[config.mk]
export PLATFORM = sky130hd
export DESIGN_NAME = lut_wvf_gen_mc
export DESIGN_NICKNAME = d
export VERILOG_FILES = /design/src/rtl/lut_wvf_gen_mc.sv
export SDC_FILE = /design/constraint.sdc
export NUM_CORES = 1
export LEC_CHECK = 0
export ABC_CLOCK_PERIOD_IN_PS = 4100
export CAP_MARGIN = 30
export CELL_PAD_IN_SITES_DETAIL_PLACEMENT = 1
export CELL_PAD_IN_SITES_GLOBAL_PLACEMENT = 2
export CORE_ASPECT_RATIO = 1.5
export CORE_UTILIZATION = 31
export DETAILED_ROUTE_END_ITERATION = 16
export HOLD_SLACK_MARGIN = 0.1
export PLACE_DENSITY_LB_ADDON = 0.1
export SKIP_CTS_REPAIR_TIMING = 1
export SYNTH_ARGS = -nofsm -noshare
export SYNTH_HDL_FRONTEND = slang
export SYNTH_SLANG_ARGS = --single-unit
[constraint.sdc]
create_clock -name CLK_SYS -period 4.1 [get_ports CLK_SYS]
set_input_delay 0.615 -clock CLK_SYS [delete_from_list [all_inputs] [get_ports CLK_SYS]]
set_output_delay 0.615 -clock CLK_SYS [all_outputs]
set_load 0.05 [all_outputs]
[src/rtl/lut_wvf_gen_mc.sv]
// Multi-channel LUT waveform generator.
// N_CH tables of DEPTH samples. One table is selected at trigger time and
// swept with a programmable address step, either once or continuously.
// The sample path has two register stages, both of which carry valid and
// end-of-sweep flags:
//   - the ROM read stage (rom_q)
//   - the output stage (DATA_OUT)
module lut_wvf_gen_mc #(
  parameter int BITWIDTH_OUT = 16,
  parameter int DEPTH        = 32,
  parameter int N_CH         = 4,
  parameter     INIT_FILE    = "",
  localparam int AW = $clog2(DEPTH),
  localparam int CW = (N_CH > 1) ? $clog2(N_CH) : 1
) (
  input  logic                    CLK_SYS,
  input  logic                    RSTN,
  input  logic                    EN,
  input  logic                    TRGG_START_CALC,
  input  logic                    MODE,
  input  logic [CW-1:0]           CH_SEL,
  input  logic [AW-1:0]           STEP,
  output logic [BITWIDTH_OUT-1:0] DATA_OUT,
  output logic                    DATA_VALID,
  output logic                    LUT_END,
  output logic                    BUSY,
  output logic [25:0]             DATA_HEAD
);

  // Channel bits beyond N_CH-1 are masked so a single-table build always reads table 0.
  localparam logic [CW-1:0] CH_MASK = CW'(N_CH - 1);
  localparam logic [4:0]    BW5     = 5'(BITWIDTH_OUT);

  typedef enum logic [1:0] {
    S_IDLE  = 2'd0,
    S_RUN   = 2'd1,
    S_DRAIN = 2'd2
  } state_t;

  // Default table content: word(c,i) = (c << AW) | i, truncated/extended to the sample width.
  function automatic logic [BITWIDTH_OUT-1:0] rom_word(input logic [CW-1:0] c,
                                                       input logic [AW-1:0] i);
    logic [CW+AW-1:0] full;
    full = {c, i};
    return BITWIDTH_OUT'(full);
  endfunction

  state_t                  state_q, state_d;
  logic [AW-1:0]           addr_q, addr_d;
  logic [AW-1:0]           step_q, step_d;
  logic [CW-1:0]           ch_q, ch_d;
  logic                    mode_q, mode_d;
  logic                    stop_q, stop_d;
  logic                    busy_q, busy_d;
  logic                    rd_valid_q, rd_valid_d;
  logic                    rd_last_q, rd_last_d;
  logic [BITWIDTH_OUT-1:0] rom_q, rom_d;
  logic [BITWIDTH_OUT-1:0] data_out_q, data_out_d;
  logic                    data_valid_q, data_valid_d;
  logic                    lut_end_q, lut_end_d;
  logic [AW:0]             next_addr_s;
  logic                    stop_now_s;

  // Sweep control: latch settings on trigger, walk the address, decide on wrap/stop/drain.
  always_comb begin
    state_d     = state_q;
    addr_d      = addr_q;
    step_d      = step_q;
    ch_d        = ch_q;
    mode_d      = mode_q;
    stop_d      = stop_q;
    busy_d      = busy_q;
    rd_valid_d  = 1'b0;
    rd_last_d   = 1'b0;
    rom_d       = rom_q;
    // Both operands are below DEPTH = 2**AW, so the carry bit alone flags addr+step >= DEPTH.
    next_addr_s = {1'b0, addr_q} + {1'b0, step_q};
    // A stop seen on the very cycle of the last read still ends this sweep.
    stop_now_s  = stop_q | (TRGG_START_CALC & mode_q);

    case (state_q)
      S_IDLE: begin
        if (TRGG_START_CALC) begin
          mode_d  = MODE;
          ch_d    = CH_SEL & CH_MASK;
          step_d  = (STEP == '0) ? AW'(1) : STEP;
          addr_d  = '0;
          stop_d  = 1'b0;
          busy_d  = 1'b1;
          state_d = S_RUN;
        end else begin
          busy_d = 1'b0;
        end
      end

      S_RUN: begin
        if (TRGG_START_CALC && mode_q) begin
          stop_d = 1'b1;
        end else begin
          stop_d = stop_q;
        end
        if (EN) begin
          rd_valid_d = 1'b1;
          rom_d      = rom_word(ch_q, addr_q);
          if (next_addr_s[AW]) begin
            rd_last_d = 1'b1;
            addr_d    = '0;
            if (!mode_q || stop_now_s) begin
              state_d = S_DRAIN;
            end else begin
              state_d = S_RUN;
            end
          end else begin
            addr_d = next_addr_s[AW-1:0];
          end
        end else begin
          addr_d = addr_q;
        end
      end

      S_DRAIN: begin
        // The final sample is moving to the output this cycle; release on the next.
        if (!rd_valid_q) begin
          busy_d  = 1'b0;
          stop_d  = 1'b0;
          state_d = S_IDLE;
        end else begin
          state_d = S_DRAIN;
        end
      end

      default: begin
        busy_d  = 1'b0;
        stop_d  = 1'b0;
        addr_d  = '0;
        state_d = S_IDLE;
      end
    endcase
  end

  // Output stage: present the ROM word one cycle after the read, hold it while paused.
  always_comb begin
    data_valid_d = rd_valid_q;
    lut_end_d    = rd_valid_q & rd_last_q;
    if (rd_valid_q) begin
      data_out_d = rom_q;
    end else begin
      data_out_d = data_out_q;
    end
  end

  // State, sweep settings and pipeline registers; reset aborts any sweep in flight.
  always_ff @(posedge CLK_SYS or negedge RSTN) begin
    if (!RSTN) begin
      state_q      <= S_IDLE;
      addr_q       <= '0;
      step_q       <= AW'(1);
      ch_q         <= '0;
      mode_q       <= 1'b0;
      stop_q       <= 1'b0;
      busy_q       <= 1'b0;
      rd_valid_q   <= 1'b0;
      rd_last_q    <= 1'b0;
      rom_q        <= '0;
      data_out_q   <= '0;
      data_valid_q <= 1'b0;
      lut_end_q    <= 1'b0;
    end else begin
      state_q      <= state_d;
      addr_q       <= addr_d;
      step_q       <= step_d;
      ch_q         <= ch_d;
      mode_q       <= mode_d;
      stop_q       <= stop_d;
      busy_q       <= busy_d;
      rd_valid_q   <= rd_valid_d;
      rd_last_q    <= rd_last_d;
      rom_q        <= rom_d;
      data_out_q   <= data_out_d;
      data_valid_q <= data_valid_d;
      lut_end_q    <= lut_end_d;
    end
  end

  assign DATA_OUT   = data_out_q;
  assign DATA_VALID = data_valid_q;
  assign LUT_END    = lut_end_q;
  assign BUSY       = busy_q;
  assign DATA_HEAD  = {4'd3, 6'd0, 6'd22, 5'd0, BW5};

endmodule
# Yosys cells after proc, flatten, opt, wreduce, memory -nomap -nowiden
# Index checks and enable logic that the tools add are counted.
[word_totals] register_bits=35 latch_bits=0 ramBits=0 rom_bits=0 input_bits=12 out_inout_bits=45 elab_cells=59 n_memories=0
[classes] addsub=1 multipliers=0 div=0 magnitude_cmp=0 n_eq_ne=7 n_shift=0 n_mux=22 n_bitwise=5 n_reduce_logical=11
[ops] cell="2-to-1 mux 5 bit" n=4
[ops] cell="one-hot mux 5 bit (3 select lines)" n=1
[ops] cell="2-to-1 mux 2 bit" n=5
[ops] cell="!= test 2 bit (second input constant)" n=5
[ops] cell="2-to-1 mux 1 bit" n=9
[ops] cell="AND reduction 3 bit" n=3
[ops] cell="adder 5 x 5 -> 6 bit" n=1
[ops] cell="one-hot mux 1 bit (3 select lines)" n=2
[ops] cell="one-hot mux 2 bit (3 select lines)" n=1
[ops] cell="AND reduction 2 bit" n=3
[ops] cell="zero test 5 bit" n=1
[ops] cell="bitwise AND 1 bit" n=2
[ops] cell="== test 2 x 1 -> 1 bit (second input constant)" n=1
[ops] cell="== test 2 bit (second input constant)" n=1
[ops] cell="zero test 2 bit" n=1
[ops] cell="NOT 1 bit" n=2
[ops] cell="logical AND 1 bit" n=1
[ops] cell="zero test 1 bit" n=1
[ops] cell="logical OR 1 bit" n=1
[ops] cell="OR 1 bit" n=1

# Longest topological paths before layout
# Gate-level depths: netlist (run 1).
[logic_depth] word_depth=7 mapped_depth=7 depth_no_buf=7

# Worst setup path before layout (run 1)
# OpenSTA, ideal clock, no wires.
[synth_timing] path_kind="register -> register" startpoint="register step_q[0]" endpoint="register addr_q[4]" setup_time_ps=66 arrival_ps=1577 required_time_ps=4034 path_slack_ps=2457 path_stages_with_launch=8 n_path_buf=0 synth_period_minus_slack_ps=1643 path_cell_list="dfstp_2 -> ha_1 -> inv_1 -> fa_1 -> nand2b_1 -> a211oi_1 -> a22oi_1 -> nand2_1"
[synth_via] elab_chain_cells=4
[synth_rtl] item="start: declaration" line_no="50" source="logic [AW-1:0] step_q, step_d;"
[synth_rtl] item="start signal: assignment" line_no="171" source="step_q <= step_d;"
[synth_rtl] item="adder 5 x 5 -> 6 bit" line_no="77" source="next_addr_s = {1'b0, addr_q} + {1'b0, step_q};"
[synth_rtl] item="2-to-1 mux 5 bit" line_no="105" source="if (next_addr_s[AW]) begin"
[synth_rtl] item="2-to-1 mux 5 bit" line_no="102" source="if (EN) begin"
[synth_rtl] item="one-hot mux 5 bit (3 select lines)" line_no="81" source="case (state_q)"
[synth_rtl] item="end signal: assignment" line_no="170" source="addr_q <= addr_d;"
[synth_rtl] item="end: declaration" line_no="49" source="logic [AW-1:0] addr_q, addr_d;"
# No other way between the ends. The select of a mux whose other input is x is not followed.
# A chain may end at the register's enable or synchronous reset.

# Worst setup path after layout (run 1)
[layout_timing] startpoint="input TRGG_START_CALC" endpoint="register addr_q[4]"
[layout_via] elab_chain_cells=2
[layout_rtl] item="start: declaration" line_no="19" source="input logic TRGG_START_CALC,"
[layout_rtl] item="!= test 2 bit (no source line)"
[layout_rtl] item="AND reduction 3 bit (no source line)"
# No other way between the ends.

==> results of run 1 <==
-- logic make-up (layout without fill, tap and decap cells) --
| logic type | count (synthesis) | in the layout | synth area share |
|---|---|---|---|
| adders and majority gates | 6 | 6 | 0.0440 |
| muxes | 19 | 19 | 0.126 |
| and+or+nand+nor | 31 | 31 | 0.0913 |
| buffers and inverters | 44 | 34 | 0.167 |
| xor gates and xnor gates | 2 | 2 | 0.00933 |
| other | 2 | 35 | 0.00400 |
| DFF | 35 | 35 | 0.467 |
| AOI/OAI and AO/OA | 24 | 24 | 0.0913 |
-- routing by layer --
metal / global-route usage / vias to the layer above / share of wire
met1: 0.135 / 564 / 0.40
met3: 0.0329 / 6 / 0.044
met5: 0 / - / 0
met2: 0.205 / 34 / 0.53
li1: - / 523 / -
met4: 0.0552 / 0 / 0.019
-- cell usage in the layout, fill, tap and decap left out, types with 2 or more instances in the layout --
master | Yosys | routed
mux2_1 | 6 | 6
clkbuf_8 | 0 | 7
mux2_2 | 7 | 7
o21ai_1 | 3 | 3
nor2_1 | 8 | 8
clkdlybuf4s50_1 | 0 | 21
nand2_1 | 11 | 11
ha_1 | 5 | 5
a21oi_1 | 4 | 4
o21a_1 | 2 | 2
nor2b_1 | 3 | 3
dfrtp_1 | 34 | 34
xor2_1 | 2 | 2
inv_1 | 4 | 4
o21ai_0 | 2 | 2
conb_1 | 2 | 35
a21o_1 | 2 | 2
mux2_4 | 6 | 6
-- stage by stage --
step           total power [mW]  hold WS, ps
2_1_floorplan              1.26          319
3_5_place_dp               1.43          445
3_3_place_gp               1.39          441
5_1_grt                    1.81          490
6_report                   1.68          460
4_1_cts                    1.71          462
-- sequential cells by signal (all words and copies together), names as in the netlist, 2 cells and up --
register  flops
state_q       2
step_q        5
DATA_OUT      7
rom_q         7
ch_q          2
addr_q        5
-- cell type report --
cell class,count,share of cell area
Multi-Input combinational cell,117,0.383
Sequential cell,35,0.415
Clock buffer,7,0.0456
Timing Repair Buffer,22,0.103
Clock inverter,1,0.00355
Tap cell,72,0.0426
Inverter,4,0.00710
-- worst max path at each step --
stage	endpoint	slack, ps	depth (start not counted)	from
CTS	addr_q[4]	1790	5	TRGG_START_CALC
global placement	addr_q[4]	1530	5	TRGG_START_CALC
finish	addr_q[4]	1800	5	TRGG_START_CALC
floorplan	addr_q[4]	2460	7	step_q[0]
global route	addr_q[4]	1620	5	TRGG_START_CALC
detailed placement	addr_q[4]	1480	5	TRGG_START_CALC
-- critical path, delay by kind of cell --
kind | cells | cell delay, ps
buffers and inverters | 1 | 560
AND/OR/NAND/NOR | 3 | 1060
AO/OA/AOI/OAI | 1 | 240
-- power groups by stage --
| stage | registers, mW | logic (mW) | clock network (mW) |
|---|---|---|---|
| after detailed placement | 0.631 | 0.796 | 0 |
| after CTS | 0.624 | 0.799 | 0.291 |
| after floorplan | 0.700 | 0.563 | 0 |
| final | 0.619 | 0.788 | 0.277 |
| after global placement | 0.621 | 0.771 | 0 |
| after global routing | 0.648 | 0.863 | 0.303 |
==> summary.md, run 1 <==
| Metric | Value |
|---|---|
| Switching Share | 0.414 |
| Pre-antenna DRT Iters | 4 |
| Status | finished clean |
| R2r setup slk | 2130 ps |
| Vias | around 1100 |
| Reg2Reg Capture Point | addr_q[4] |
| R2r startpoint | state_q[0] |
| CP required | 4270 ps |
| Starting Density | 0.322 |
| Total core area | between 5000 and 6000 µm² |
| Internal power | approximately 1 mW |
| Global-route wire length before repair | about 5.8 mm |
| Critical path class | primary input to flop |
| Clk sinks | 35 |
| Design area | roughly 2100 µm² |
| Final design utilization | 0.363 |
| Post-DP HPWL | 2.57 mm |
| Pre-CTS setup slack | around 1500 ps |
| Floorplan row count | 34 |
| Die area | approximately 6400 µm² |
| Cell total after placement | between 200 and 300 |
| WP data arrival | approximately 2500 ps |
| Cell Count, Final, Fillers Out | approximately 260 |
| Die H | 97.3 µm |
| FF+latch area | ~880 µm² |
| Number of I/O pins | 57 |
| Post-synthesis sequential area ratio | 0.467 |
| Longest Clk Path Bufs | 2 |
| Area growth, synth to finish | 12.6% |
| Starting DRT DRC Count | 26 |
| Multi-input gate area in the final layout | 811 µm² |
| Post-synth EDFFs | 0 |
| Fillers | 648 |
| Period minus WS final | 2300 ps |
| Port Buf Inserts | 21 |
| Slew @ Worst Pin | 848 ps |
| Max-cap violations | 0 |
| CP endpoint kind | flop |
| R2R depth | 4 |
| Gate count of the mapped netlist | 163 |
| Startpoint Class | primary input |
| Largest area contributor in the netlist | dfrtp_1 |
| Pwr per Cell Area | approximately 800 nW/µm² |
| Worst Hold Depth | 1 |
| Max H-tree Level | 2 |
| Switch Pwr | 0.697 mW |
| RSZ-0062 raised after global routing | no |
| Synth unique cells | just over 40 |
| Post-Syn Area | around 1900 µm² |
| CP cell instances | clkdlybuf4s50_1 -> nor3b_2 -> nor2_1 -> a22oi_1 -> nand2_1 |
| Yosys warning total | 0 |
| Period utilization | 0.560 |
| GRT Util Overall | 0.120 |
| Synth area leaders | dfrtp_1 (45%), buf_4 (15%), mux2_4 (4.8%), mux2_2 (4.2%), mux2_1 (3.6%) |
| Initial antenna violation count | 0 |
| Final setup viols | 0 |
| Num CTS Buffers | 5 |
| Clock share of power | 0.165 |
| Post-route DRC | 0 |
| Antenna diodes | 0 |
| Yosys top cell area share | 0.453 |
| Largest net degree at the start of global routing | 36 |
| Via density | between 4 and 5 |
| Most common cell in the synthesized netlist | buf_4 |
| Leak | 0.995 nW |
| Final setup margin | around 1800 ps |
| Vias in the first global route | 1189 |
| VDD IR max | between 0.2 and 0.25 mV |
| Hold Startpoint | rd_last_q |
| Flops & latches, synth | 35 |
| Die Wd | ~66 µm |
| Relative slew slack | 0.432 |
| Layout cells sized above 1 | 0.161 |
| Sequential share of power | 0.368 |
| Area post-placement | about 2000 µm² |
| WL/cell | ~13 µm |
| Hold Vio Cnt, Final | 0 |
| Register clock-pin slew on the reported worst setup and hold paths | about 70 ps |
| Clk_skew | between 8 and 9 ps |
| Congestion Overflow GR | 0 |
| Commonest cells in the netlist | buf_4 (37), dfrtp_1 (34), nand2_1 (11) |
| Comb power frac | 0.468 |
| Max FO, Critical Path | 11 |
| Primary FF master, synth | dfrtp_1 |
| Final ANT Viol Nets | 0 |
| Final net count | between 200 and 250 |
| Worst Hold Class | flop to flop |
| Peak Freq | around 0.44 GHz |
| Syn Area/Cell | approximately 12 µm² |
| Worst-skew pair later-pin latency | ~290 ps |
| DRT Wirelength | approximately 3.4 mm |
| Setup TNS | 0 ps |
| WHS Endpoint | LUT_END |
| Slowest CP cell | nor3b_2 |
| Slowest stage delay, CP | 730 ps |
| CTS tree | done |
| FFs w/ async S/R, synth | 1.00 |
| Final number of max-transition violations | 0 |
| Global placer's final weighted congestion | about 0.66 |
| Root Driver | clkbuf_8 |
Power figures use the tool's default switching activity.
==> run 2: changes to the inputs <==
- ABC_CLOCK_PERIOD_IN_PS: 4100 -> 1950
- CORE_UTILIZATION: 31 -> 26
- clock period: 4.1 -> 1.95 ns (I/O delays scaled with it)
==> run 2 against run 1 <==
The flow now finishes with violations (design-rule violations). Cell area is 1.7% higher. First-iteration DRC count is 27% higher. Clock skew down 3.5 ps. Global-route usage is 2.1 points lower. Sequential power grew 110%. Critical path depth up 2. Clock-buffer cell count decreased by 1. Clock power rose by 150%. Utilization down 5.3 points. Combinational power increased by 110%. Highest routed layer unchanged.
==> summary.md, run 2 (synthesis results as in run 1) <==
| Metric | Value |
|---|---|
| DRT Wirelength | 3.55 mm (+5.7%) |
| GRT Util Overall | 0.0996 (-0.0207) |
| Failing checks | design-rule violations |
| Peak Freq | about 0.56 GHz |
| Die H | 106 µm (+9.0%) |
| CP cell instances | ha_1 -> inv_1 -> fa_1 -> nand2b_1 -> a211oi_1 -> a22oi_1 -> nand2_1 |
| RSZ-0062 raised after global routing | no |
| WL/cell | 13.3 µm (+2.5%) |
| CP endpoint kind | flop |
| Startpoint Class | flop |
| Period utilization | 0.917 |
| Clk sinks | 35 (unchanged) |
| Longest Clk Path Bufs | 2 (unchanged) |
| Floorplan row count | 37 (+8.8%) |
| Worst Hold Class | primary input to async pin |
| Initial antenna violation count | 0 (unchanged) |
| Period minus WS final | 1790 ps |
| Largest net degree at the start of global routing | 36 (unchanged) |
| Slowest CP cell | dfstp_2 |
| Critical path class | flop to flop |
| Vias | 1130 (+0.27%) |
| Max-cap violations | 0 (unchanged) |
| Global-route wire length before repair | 5.73 mm (-1.5%) |
| Global placer's final weighted congestion | 0.733 (+12%) |
| Final net count | 205 (+0.99%) |
| Hold Vio Cnt, Final | 0 (unchanged) |
| Relative slew slack | 0.660 (+0.228) |
| Starting Density | 0.270 (-0.0518) |
| Slew @ Worst Pin | 508 ps (-339 ps) |
| Final number of max-transition violations | 0 (unchanged) |
| Layout cells sized above 1 | 0.170 (+0.00892) |
| FF+latch area | 877 µm² (unchanged) |
| Final setup viols | 0 (unchanged) |
| Die area | 7570 µm² (+19%) |
| Number of I/O pins | 57 (unchanged) |
| Vias in the first global route | 1130 (-5.0%) |
| Most frequent cells in the layout | conb_1 (35), dfrtp_1 (34), clkdlybuf4s50_1 (21) |
| Fillers | 791 (+22%) |
| Pre-antenna DRT Iters | 10 (+6) |
| Post-route DRC | 3 (+3) |
| Worst-skew pair later-pin latency | 280 ps (about the same) |
| Die Wd | 71.4 µm (+8.9%) |
| Port Buf Inserts | 21 (unchanged) |
| Design area | 2150 µm² (+1.7%) |
| Slowest stage delay, CP | 530 ps (-200 ps) |
| Total core area | 6940 µm² (+19%) |
| Area post-placement | 2030 µm² (+1.1%) |
| WP data arrival | 2010 ps (-460 ps) |
| Num CTS Buffers | 5 (unchanged) |
| Multi-input gate area in the final layout | 811 µm² (unchanged) |
| VDD IR max | 0.365 mV (+62%) |
| CTS tree | done |
| Status | finished, violations left |
| Hold_ws | 427 ps (-33.0 ps) |
| Max H-tree Level | 2 (unchanged) |
| Most common cell after layout, fill and taps aside | conb_1 |
| Area growth, synth to finish | 14.5% |
| Antenna diodes | 0 (unchanged) |
| CP required | 2170 ps (-2100 ps) |
| Register clock-pin slew on the reported worst setup and hold paths | 70 ps (about the same) |
| Setup TNS | 0 ps (unchanged) |
| Root Driver | clkbuf_8 |
| Clk_skew | 5.37 ps (-3.47 ps) |
| Final ANT Viol Nets | 0 (unchanged) |
| Via density | 4.25 (-2.7%) |
| Post-DP HPWL | 2.75 mm (+7.2%) |
| Leak | 1.02 nW (+2.0%) |
| Starting DRT DRC Count | 33 (+27%) |
| Pwr per Cell Area | 1700 nW/µm² (+110%) |
| Max FO, Critical Path | 2 (-9) |
| Congestion Overflow GR | 0 (unchanged) |
run 2: through the flow:
| stage | cells | setup slack [ps] | power [mW] | util |
|---|---|---|---|---|
| after global placement | 258 | 175 | 2.99 | 0.293 |
| after CTS | 266 | 139 | 3.73 | 0.310 |
| after detailed placement | 258 | 157 | 3.04 | 0.293 |
| after floorplan | 196 | 307 | 2.65 | - |
| final | 266 | 162 | 3.66 | 0.310 |
| after global routing | 266 | 31.4 | 3.92 | 0.310 |
run 2: where the power goes:
part           internal (mW)  switching (mW)  total, mW  leakage (nW)
Clock                  0.414           0.265      0.679        0.0612
Sequential              1.05           0.259       1.31         0.439
Combinational          0.720           0.955       1.68         0.515
Total                   2.18            1.48       3.66          1.02
run 2: path summary, 6_finish.rpt:
path	from	end	slack, ps	cells after the start
min	RSTN	LUT_END	430	2
max in group asynchronous	RSTN	step_q[0]	1160	2
max reg2reg	step_q[0]	addr_q[4]	160	7
max	step_q[0]	addr_q[4]	160	7
min reg2reg	rd_last_q	LUT_END	460	1
min in group CLK_SYS	rd_last_q	LUT_END	460	1
run 2: final cells by class:
class,count,share of cell area
clock buffer,6,0.0384
clock inverter,2,0.0163
inverter,4,0.00698
multi-input combinational,117,0.377
sequential,35,0.408
tap,78,0.0454
timing repair buffer,24,0.108
run 2: critical path: cells and delay by family (launching register included):
| family | cells | cell delay (ps) |
|---|---|---|
| simple gates | 2 | 260 |
| flops | 1 | 530 |
| fa+ha+maj | 2 | 560 |
| compound gates | 2 | 330 |
| buf+inv | 1 | 60 |
run 2: layer usage:
metal	global-route usage	vias to the layer above	part of all wire
li1	-	532	-
met1	0.108	561	0.41
met2	0.179	32	0.54
met3	0.0265	5	0.036
met4	0.0429	0	0.020
met5	0	-	0
==> run 3: changes to the inputs <==
- SLEW_MARGIN: not set -> 10
==> results of run 3 <==
Same layout as run 2: the final DEF is identical, and so are final timing and power.
